## config.mk

```make
export PLATFORM = sky130hd
export DESIGN_NAME = avl_bus_arbiter_flat
export DESIGN_NICKNAME = d
export VERILOG_FILES = /design/src/rtl/avl_arb_pkg.sv /design/src/rtl/avl_bus_arbiter_if.sv /design/src/rtl/avl_arb_pick.sv /design/src/rtl/avl_bus_arbiter.sv /design/src/flat_wrapper.sv
export SDC_FILE = /design/constraint.sdc
export NUM_CORES = 1
export LEC_CHECK = 0
export CORE_ASPECT_RATIO = 1.1
export CORE_MARGIN = 4
export CORE_UTILIZATION = 25
export CTS_CLUSTER_SIZE = 30
export DETAILED_ROUTE_END_ITERATION = 10
export HOLD_SLACK_MARGIN = 0.05
export SLEW_MARGIN = 20
export SYNTH_ARGS = -nofsm -noshare
export SYNTH_HDL_FRONTEND = slang
export SYNTH_SLANG_ARGS = --single-unit
```

## constraint.sdc

```tcl
create_clock -name clk -period 1.6 [get_ports clk]
set_clock_uncertainty 0.05 [all_clocks]
set_input_delay 0.24 -clock clk [delete_from_list [all_inputs] [get_ports clk]]
set_output_delay 0.24 -clock clk [all_outputs]
set_load 0.1 [all_outputs]
```

## src/rtl/avl_arb_pkg.sv

```systemverilog
// avl_arb_pkg: shared types and constants for the two-port Avalon-MM arbiter.
// Optional feature macro used by the arbiter files: ARB_ROUND_ROBIN_EN.
package avl_arb_pkg;

    typedef enum logic [1:0] {
        IDLE = 2'd0,
        BUS  = 2'd1,
        RESP = 2'd2
    } state_t;

    typedef enum logic {
        GNT_I = 1'b0,
        GNT_D = 1'b1
    } grant_t;

    // Instruction fetches are always full-word accesses.
    localparam logic [3:0] FETCH_BE = 4'b1111;

endpackage

```

## src/rtl/avl_bus_arbiter_if.sv

```systemverilog
// avl_bus_arbiter_if: Avalon-MM master/slave signal bundle between the arbiter
// and the memory slave. The arbiter uses the master modport.
interface avl_bus_arbiter_if;

    logic [31:0] avm_address;
    logic [3:0]  avm_byteenable;
    logic [31:0] avm_writedata;
    logic        avm_read;
    logic        avm_write;
    logic [31:0] avm_readdata;
    logic        avm_waitrequest;

    modport master (
        output avm_address,
        output avm_byteenable,
        output avm_writedata,
        output avm_read,
        output avm_write,
        input  avm_readdata,
        input  avm_waitrequest
    );

    modport slave (
        input  avm_address,
        input  avm_byteenable,
        input  avm_writedata,
        input  avm_read,
        input  avm_write,
        output avm_readdata,
        output avm_waitrequest
    );

endinterface

```

## src/rtl/avl_arb_pick.sv

```systemverilog
// avl_arb_pick: combinational winner selection between the fetch and data ports.
// Build option ARB_ROUND_ROBIN_EN: simultaneous requests go to the port that
// did not win last; otherwise data always beats fetch.
module avl_arb_pick
    import avl_arb_pkg::*;
(
    input  logic   i_req_i,
    input  logic   d_req_i,
`ifdef ARB_ROUND_ROBIN_EN
    input  grant_t last_gnt_i,
`endif
    output logic   valid_o,
    output grant_t gnt_o
);

    // Select the winning requester for this IDLE cycle.
    always_comb begin
        valid_o = i_req_i | d_req_i;
        gnt_o   = GNT_I;
        if (i_req_i && d_req_i) begin
`ifdef ARB_ROUND_ROBIN_EN
            gnt_o = (last_gnt_i == GNT_D) ? GNT_I : GNT_D;
`else
            gnt_o = GNT_D;
`endif
        end else if (d_req_i) begin
            gnt_o = GNT_D;
        end else begin
            gnt_o = GNT_I;
        end
    end

endmodule

```

## src/rtl/avl_bus_arbiter.sv

```systemverilog
// avl_bus_arbiter: two-to-one Avalon-MM master arbiter (instruction fetch vs
// data load/store) in front of a single Avalon slave memory.
// Build option ARB_ROUND_ROBIN_EN: alternate grants on simultaneous requests
// using a grant-history register; undefined = fixed data-over-fetch priority.
module avl_bus_arbiter
    import avl_arb_pkg::*;
(
    input  logic        clk,
    input  logic        rst,
    input  logic        i_req,
    input  logic [31:0] i_address,
    output logic        i_done,
    output logic [31:0] i_rdata,
    input  logic        d_read,
    input  logic        d_write,
    input  logic [31:0] d_address,
    input  logic [3:0]  d_byteenable,
    input  logic [31:0] d_writedata,
    output logic        d_done,
    output logic [31:0] d_rdata,
    avl_bus_arbiter_if.master avm
);

    state_t      state_q,   state_d;
    grant_t      gnt_q,     gnt_d;
    logic [31:0] addr_q,    addr_d;
    logic [3:0]  be_q,      be_d;
    logic [31:0] wdata_q,   wdata_d;
    logic        read_q,    read_d;
    logic        write_q,   write_d;
    logic        i_done_q,  i_done_d;
    logic        d_done_q,  d_done_d;
    logic [31:0] i_rdata_q, i_rdata_d;
    logic [31:0] d_rdata_q, d_rdata_d;

    logic        pick_valid_s;
    grant_t      pick_gnt_s;

`ifdef ARB_ROUND_ROBIN_EN
    grant_t      hist_q, hist_d;
`endif

    avl_arb_pick u_pick (
        .i_req_i    (i_req),
        .d_req_i    (d_read | d_write),
`ifdef ARB_ROUND_ROBIN_EN
        .last_gnt_i (hist_q),
`endif
        .valid_o    (pick_valid_s),
        .gnt_o      (pick_gnt_s)
    );

    // Next-state logic: grant in IDLE, hold the bus until waitrequest drops,
    // then pulse done for one RESP cycle.
    always_comb begin
        state_d   = state_q;
        gnt_d     = gnt_q;
        addr_d    = addr_q;
        be_d      = be_q;
        wdata_d   = wdata_q;
        read_d    = read_q;
        write_d   = write_q;
        i_done_d  = 1'b0;
        d_done_d  = 1'b0;
        i_rdata_d = i_rdata_q;
        d_rdata_d = d_rdata_q;
`ifdef ARB_ROUND_ROBIN_EN
        hist_d    = hist_q;
`endif
        case (state_q)
            IDLE: begin
                if (pick_valid_s) begin
                    gnt_d   = pick_gnt_s;
                    state_d = BUS;
`ifdef ARB_ROUND_ROBIN_EN
                    hist_d  = pick_gnt_s;
`endif
                    if (pick_gnt_s == GNT_D) begin
                        addr_d  = d_address;
                        be_d    = d_byteenable;
                        wdata_d = d_writedata;
                        // A simultaneous read+write is resolved as a write.
                        if (d_write) begin
                            write_d = 1'b1;
                            read_d  = 1'b0;
                        end else begin
                            write_d = 1'b0;
                            read_d  = 1'b1;
                        end
                    end else begin
                        addr_d  = i_address;
                        be_d    = FETCH_BE;
                        wdata_d = 32'h0000_0000;
                        write_d = 1'b0;
                        read_d  = 1'b1;
                    end
                end else begin
                    state_d = IDLE;
                end
            end
            BUS: begin
                if (!avm.avm_waitrequest) begin
                    read_d  = 1'b0;
                    write_d = 1'b0;
                    state_d = RESP;
                    if (gnt_q == GNT_D) begin
                        d_done_d  = 1'b1;
                        d_rdata_d = write_q ? 32'h0000_0000 : avm.avm_readdata;
                    end else begin
                        i_done_d  = 1'b1;
                        i_rdata_d = avm.avm_readdata;
                    end
                end else begin
                    state_d = BUS;
                end
            end
            RESP: begin
                state_d = IDLE;
            end
            default: begin
                state_d = IDLE;
                read_d  = 1'b0;
                write_d = 1'b0;
            end
        endcase
    end

    // State and output registers with synchronous reset.
    always_ff @(posedge clk) begin
        if (rst) begin
            state_q   <= IDLE;
            gnt_q     <= GNT_I;
            addr_q    <= 32'h0000_0000;
            be_q      <= 4'b0000;
            wdata_q   <= 32'h0000_0000;
            read_q    <= 1'b0;
            write_q   <= 1'b0;
            i_done_q  <= 1'b0;
            d_done_q  <= 1'b0;
            i_rdata_q <= 32'h0000_0000;
            d_rdata_q <= 32'h0000_0000;
        end else begin
            state_q   <= state_d;
            gnt_q     <= gnt_d;
            addr_q    <= addr_d;
            be_q      <= be_d;
            wdata_q   <= wdata_d;
            read_q    <= read_d;
            write_q   <= write_d;
            i_done_q  <= i_done_d;
            d_done_q  <= d_done_d;
            i_rdata_q <= i_rdata_d;
            d_rdata_q <= d_rdata_d;
        end
    end

`ifdef ARB_ROUND_ROBIN_EN
    // Grant history: remembers the last winner; resets to fetch.
    always_ff @(posedge clk) begin
        if (rst) begin
            hist_q <= GNT_I;
        end else begin
            hist_q <= hist_d;
        end
    end
`endif

    assign avm.avm_address    = addr_q;
    assign avm.avm_byteenable = be_q;
    assign avm.avm_writedata  = wdata_q;
    assign avm.avm_read       = read_q;
    assign avm.avm_write      = write_q;
    assign i_done             = i_done_q;
    assign d_done             = d_done_q;
    assign i_rdata            = i_rdata_q;
    assign d_rdata            = d_rdata_q;

endmodule

```

## src/flat_wrapper.sv

```systemverilog
// flat-port wrapper written by rule: the top's interface ports become plain ports
module avl_bus_arbiter_flat import avl_arb_pkg::*;
  (clk, rst, i_req, i_address, i_done, i_rdata, d_read, d_write, d_address, d_byteenable, d_writedata, d_done, d_rdata, avm_avm_address, avm_avm_byteenable, avm_avm_writedata, avm_avm_read, avm_avm_write, avm_avm_readdata, avm_avm_waitrequest);
  avl_bus_arbiter_if avm_i ();
  input  logic clk;
  input  logic rst;
  input  logic i_req;
  input  logic [31:0] i_address;
  output logic i_done;
  output logic [31:0] i_rdata;
  input  logic d_read;
  input  logic d_write;
  input  logic [31:0] d_address;
  input  logic [3:0] d_byteenable;
  input  logic [31:0] d_writedata;
  output logic d_done;
  output logic [31:0] d_rdata;
  output wire logic [$bits(avm_i.avm_address)-1:0] avm_avm_address;
  output wire logic [$bits(avm_i.avm_byteenable)-1:0] avm_avm_byteenable;
  output wire logic [$bits(avm_i.avm_writedata)-1:0] avm_avm_writedata;
  output wire logic [$bits(avm_i.avm_read)-1:0] avm_avm_read;
  output wire logic [$bits(avm_i.avm_write)-1:0] avm_avm_write;
  input wire logic [$bits(avm_i.avm_readdata)-1:0] avm_avm_readdata;
  input wire logic [$bits(avm_i.avm_waitrequest)-1:0] avm_avm_waitrequest;
  assign avm_avm_address = avm_i.avm_address;
  assign avm_avm_byteenable = avm_i.avm_byteenable;
  assign avm_avm_writedata = avm_i.avm_writedata;
  assign avm_avm_read = avm_i.avm_read;
  assign avm_avm_write = avm_i.avm_write;
  assign avm_i.avm_readdata = avm_avm_readdata;
  assign avm_i.avm_waitrequest = avm_avm_waitrequest;
  avl_bus_arbiter u_core (.clk(clk), .rst(rst), .i_req(i_req), .i_address(i_address), .i_done(i_done), .i_rdata(i_rdata), .d_read(d_read), .d_write(d_write), .d_address(d_address), .d_byteenable(d_byteenable), .d_writedata(d_writedata), .d_done(d_done), .d_rdata(d_rdata), .avm(avm_i));
endmodule
```

==> metrics.yaml <==
synthArstFlopShare_pct: 0
dpl_cell_area_mm2: 0.0100
synth.avg_cell_area_um2: 8.24
antenna_left: 0
r2r_setup_slack_ns: 0.13
clockPowerShare_pct: 33.9
hold_violations: 0
hp-class: "input pin to flip-flop"
rows: 56
syn_nets: 804
syn-cell-area_mm2: 0.00549
fillers: 1967
grt_max_degree: 60
routabilityCongestion: 0.750
synthTopCellsByArea: "dfxtp_1, a21oi_1, nand2_1, a311oi_1, nand3b_1"
hold_ws_ns: 0.152
grt_pass1_vias: 5465
power_frac_seq_pct: 34.1
worst_r2r_endpoint: "u_core.avm.avm_address[27]"
worstPathRequired_ns: 1.86
swShare_pct: 36.4
timing.fmax_mhz: 679
maxCapViolations: 0
synth_warnings: 0
critPathCaptureType: "flip-flop"
yosysTopAreaCellShare_pct: 50.7
synth_top_area_cell: "dfxtp_1"
post-dp-hpwl_um: 14200
cp-start-kind: "flip-flop"
fin_crit_sh_pct: 92.1
clockRootBuffer: "clkbuf_16"
ctsResizeCount: 1
drive_gt1_share_pct: 22.5
reg2reg_depth: 5
p_int_w: 0.00731
hold_buffers: 0
die_w_um: 149
via_count: 5753
start_util_pct: 25.6
die-height_um: 163
grt_setup_unrepaired: "false"
numCtsBuffers: 17
worstHoldEndpoint: "u_core.avm.avm_address[29]"
synth_seq_cells: 139
postCtsSetupRepairBufs: 0
min_delay_path_depth: 2
syn_inst: 666
switching_power_w: 0.00418
dp_cells: 1196
synth_seq_area_share_pct: 50.7
design.die.area_mm2: 0.0244
drv_slew: 0
layout_commonest_cell: "nand2_1"
fin_total_pwr_w: 0.0115
worstHoldStart: "rst"
clock_sinks: 139
wl_per_cell_um: 16.2
synthFlopType: "dfxtp_1"
track_usage_pct: 16.0
layout_common_cells: "nand2_1, buf_12, dfxtp_1, clkdlybuf4s50_1, a21oi_1"
cts_max_path_buffers: 2
setup_viol: 0
slew_headroom_pct: 77.9
ios: 274
core-area_mm2: 0.0214
grt-ovfl-total: 0
fin_area_mm2: 0.0106
drt_iter0_drc: 199
worstSetupPathType: "flip-flop to flip-flop"
final_cells: 1228
h-tree-depth: 4
p_leak_nw: 3.93
arrival_ns: 1.73
tightest_slew_ns: 0.330
seq_area_mm2: 0.00279
detail_route.first_pass.iterations: 4
portBuffers: 273
clock_latency_ns: 0.41
peakVddDrop_v: 0.000657
avgViaCountPerCell: 4.68
n_antenna_cell: 0
cp_max_fo: 49
powerDensity_mw_per_mm2: 1080
clk_pin_slew_ns: 0.07
synth.distinct_cells: 32
num-nets-final: 1063
drt-total-wl_um: 20000
grt_pass1_wl_um: 31000
rr_startpoint: "u_core.state_q[1]"
cts_tree: "yes"
drc: 0
synth_edf_count: 0
antenna_found_initial: 1
multi_input_area_mm2: 0.00238
period_needed_ns: 1.47
status: "finished clean"
area_delta_synth_final_pct: 93.4
comb_power_share_pct: 32.0
final cells by class:
class	instances	area share [%]
clock buffers	17	4.01
inverters	1	0.0354
well taps	290	3.42
repair buffers	307	42.4
clock inverters	15	1.45
flip-flops and latches	139	26.3
multi-input cells	459	22.4
sequential cells by signal, summed over array words and instances, names as in the netlist:
| signal | cells |
|---|---|
| u_core.i_rdata | 32 |
| u_core.avm.avm_address | 32 |
| u_core.avm.avm_writedata | 32 |
| u_core.avm.avm_byteenable | 4 |
| u_core.i_done | 1 |
| u_core.d_rdata | 32 |
| u_core.avm.avm_write | 1 |
| u_core.state_q | 2 |
| u_core.avm.avm_read | 1 |
| u_core.gnt_q | 1 |
| u_core.d_done | 1 |
cell usage after synthesis, types with 2 or more instances:
cell,number
nor2_2,2
nor2b_1,2
buf_6,3
nand3b_1,32
a21oi_1,134
nor3_1,9
a311oi_1,32
dfxtp_1,139
buf_4,9
nor2_1,4
nand2_1,161
nand3_1,32
o21ai_0,36
buf_2,21
clkbuf_1,33
how the worst max path moves through the flow:
stage	startpoint	slack, ns	depth (start not counted)	endpoint
floorplan	u_core.avm.avm_read	0.14	2	u_core.avm.avm_read
global placement	avm_avm_waitrequest	-0.18	6	u_core.i_rdata[27]
detailed placement	avm_avm_waitrequest	-0.19	6	u_core.i_rdata[28]
CTS	u_core.state_q[1]	0.12	5	u_core.avm.avm_address[4]
global route	u_core.state_q[1]	0.02	5	u_core.avm.avm_address[26]
finish	u_core.state_q[1]	0.13	5	u_core.avm.avm_address[27]
cells by family (layout without fill, tap and decap cells):
logic type,Yosys count,count (layout),synth area share [%]
AND/OR/NAND/NOR,253,253,21.9
AO/OA/AOI/OAI,205,205,21.0
flip-flops,139,139,50.7
buffers and inverters,68,340,6.16
multiplexers,1,1,0.182
worst max-delay path, stage by stage, from the launching register on:
cell and delay, ns:
dfxtp_1 0.35, buf_4 0.17, nor2_4 0.16, buf_12 0.26
a21oi_1 0.10, a311oi_1 0.26
per-stage QoR:
stage,utilization (%),TNS [ns],setup WS [ns]
2_1_floorplan,-,0,0.137
3_3_place_gp,46.8,-13.80,-0.176
3_5_place_dp,46.8,-15.87,-0.187
4_1_cts,49.5,0,0.118
5_1_grt,49.5,0,0.0157
6_report,49.5,0,0.127
power groups by stage:
stage | Sequential (W) | Combinational, W | Clock [W]
global route | 0.00395 | 0.00383 | 0.00419
global placement | 0.00400 | 0.00369 | 0
finish | 0.00392 | 0.00368 | 0.00389
floorplan | 0.00543 | 0.000608 | 0
detailed placement | 0.00400 | 0.00370 | 0
CTS | 0.00393 | 0.00371 | 0.00402
metal layers:
layer,share of wire [%],global-route usage [%],vias up
met5,0.065,0,-
met4,1.0,3.70,2
met3,8.6,5.97,14
met2,49,26.5,211
met1,41,19.8,2684
li1,-,-,2842
(Power assumes the default switching activity.)
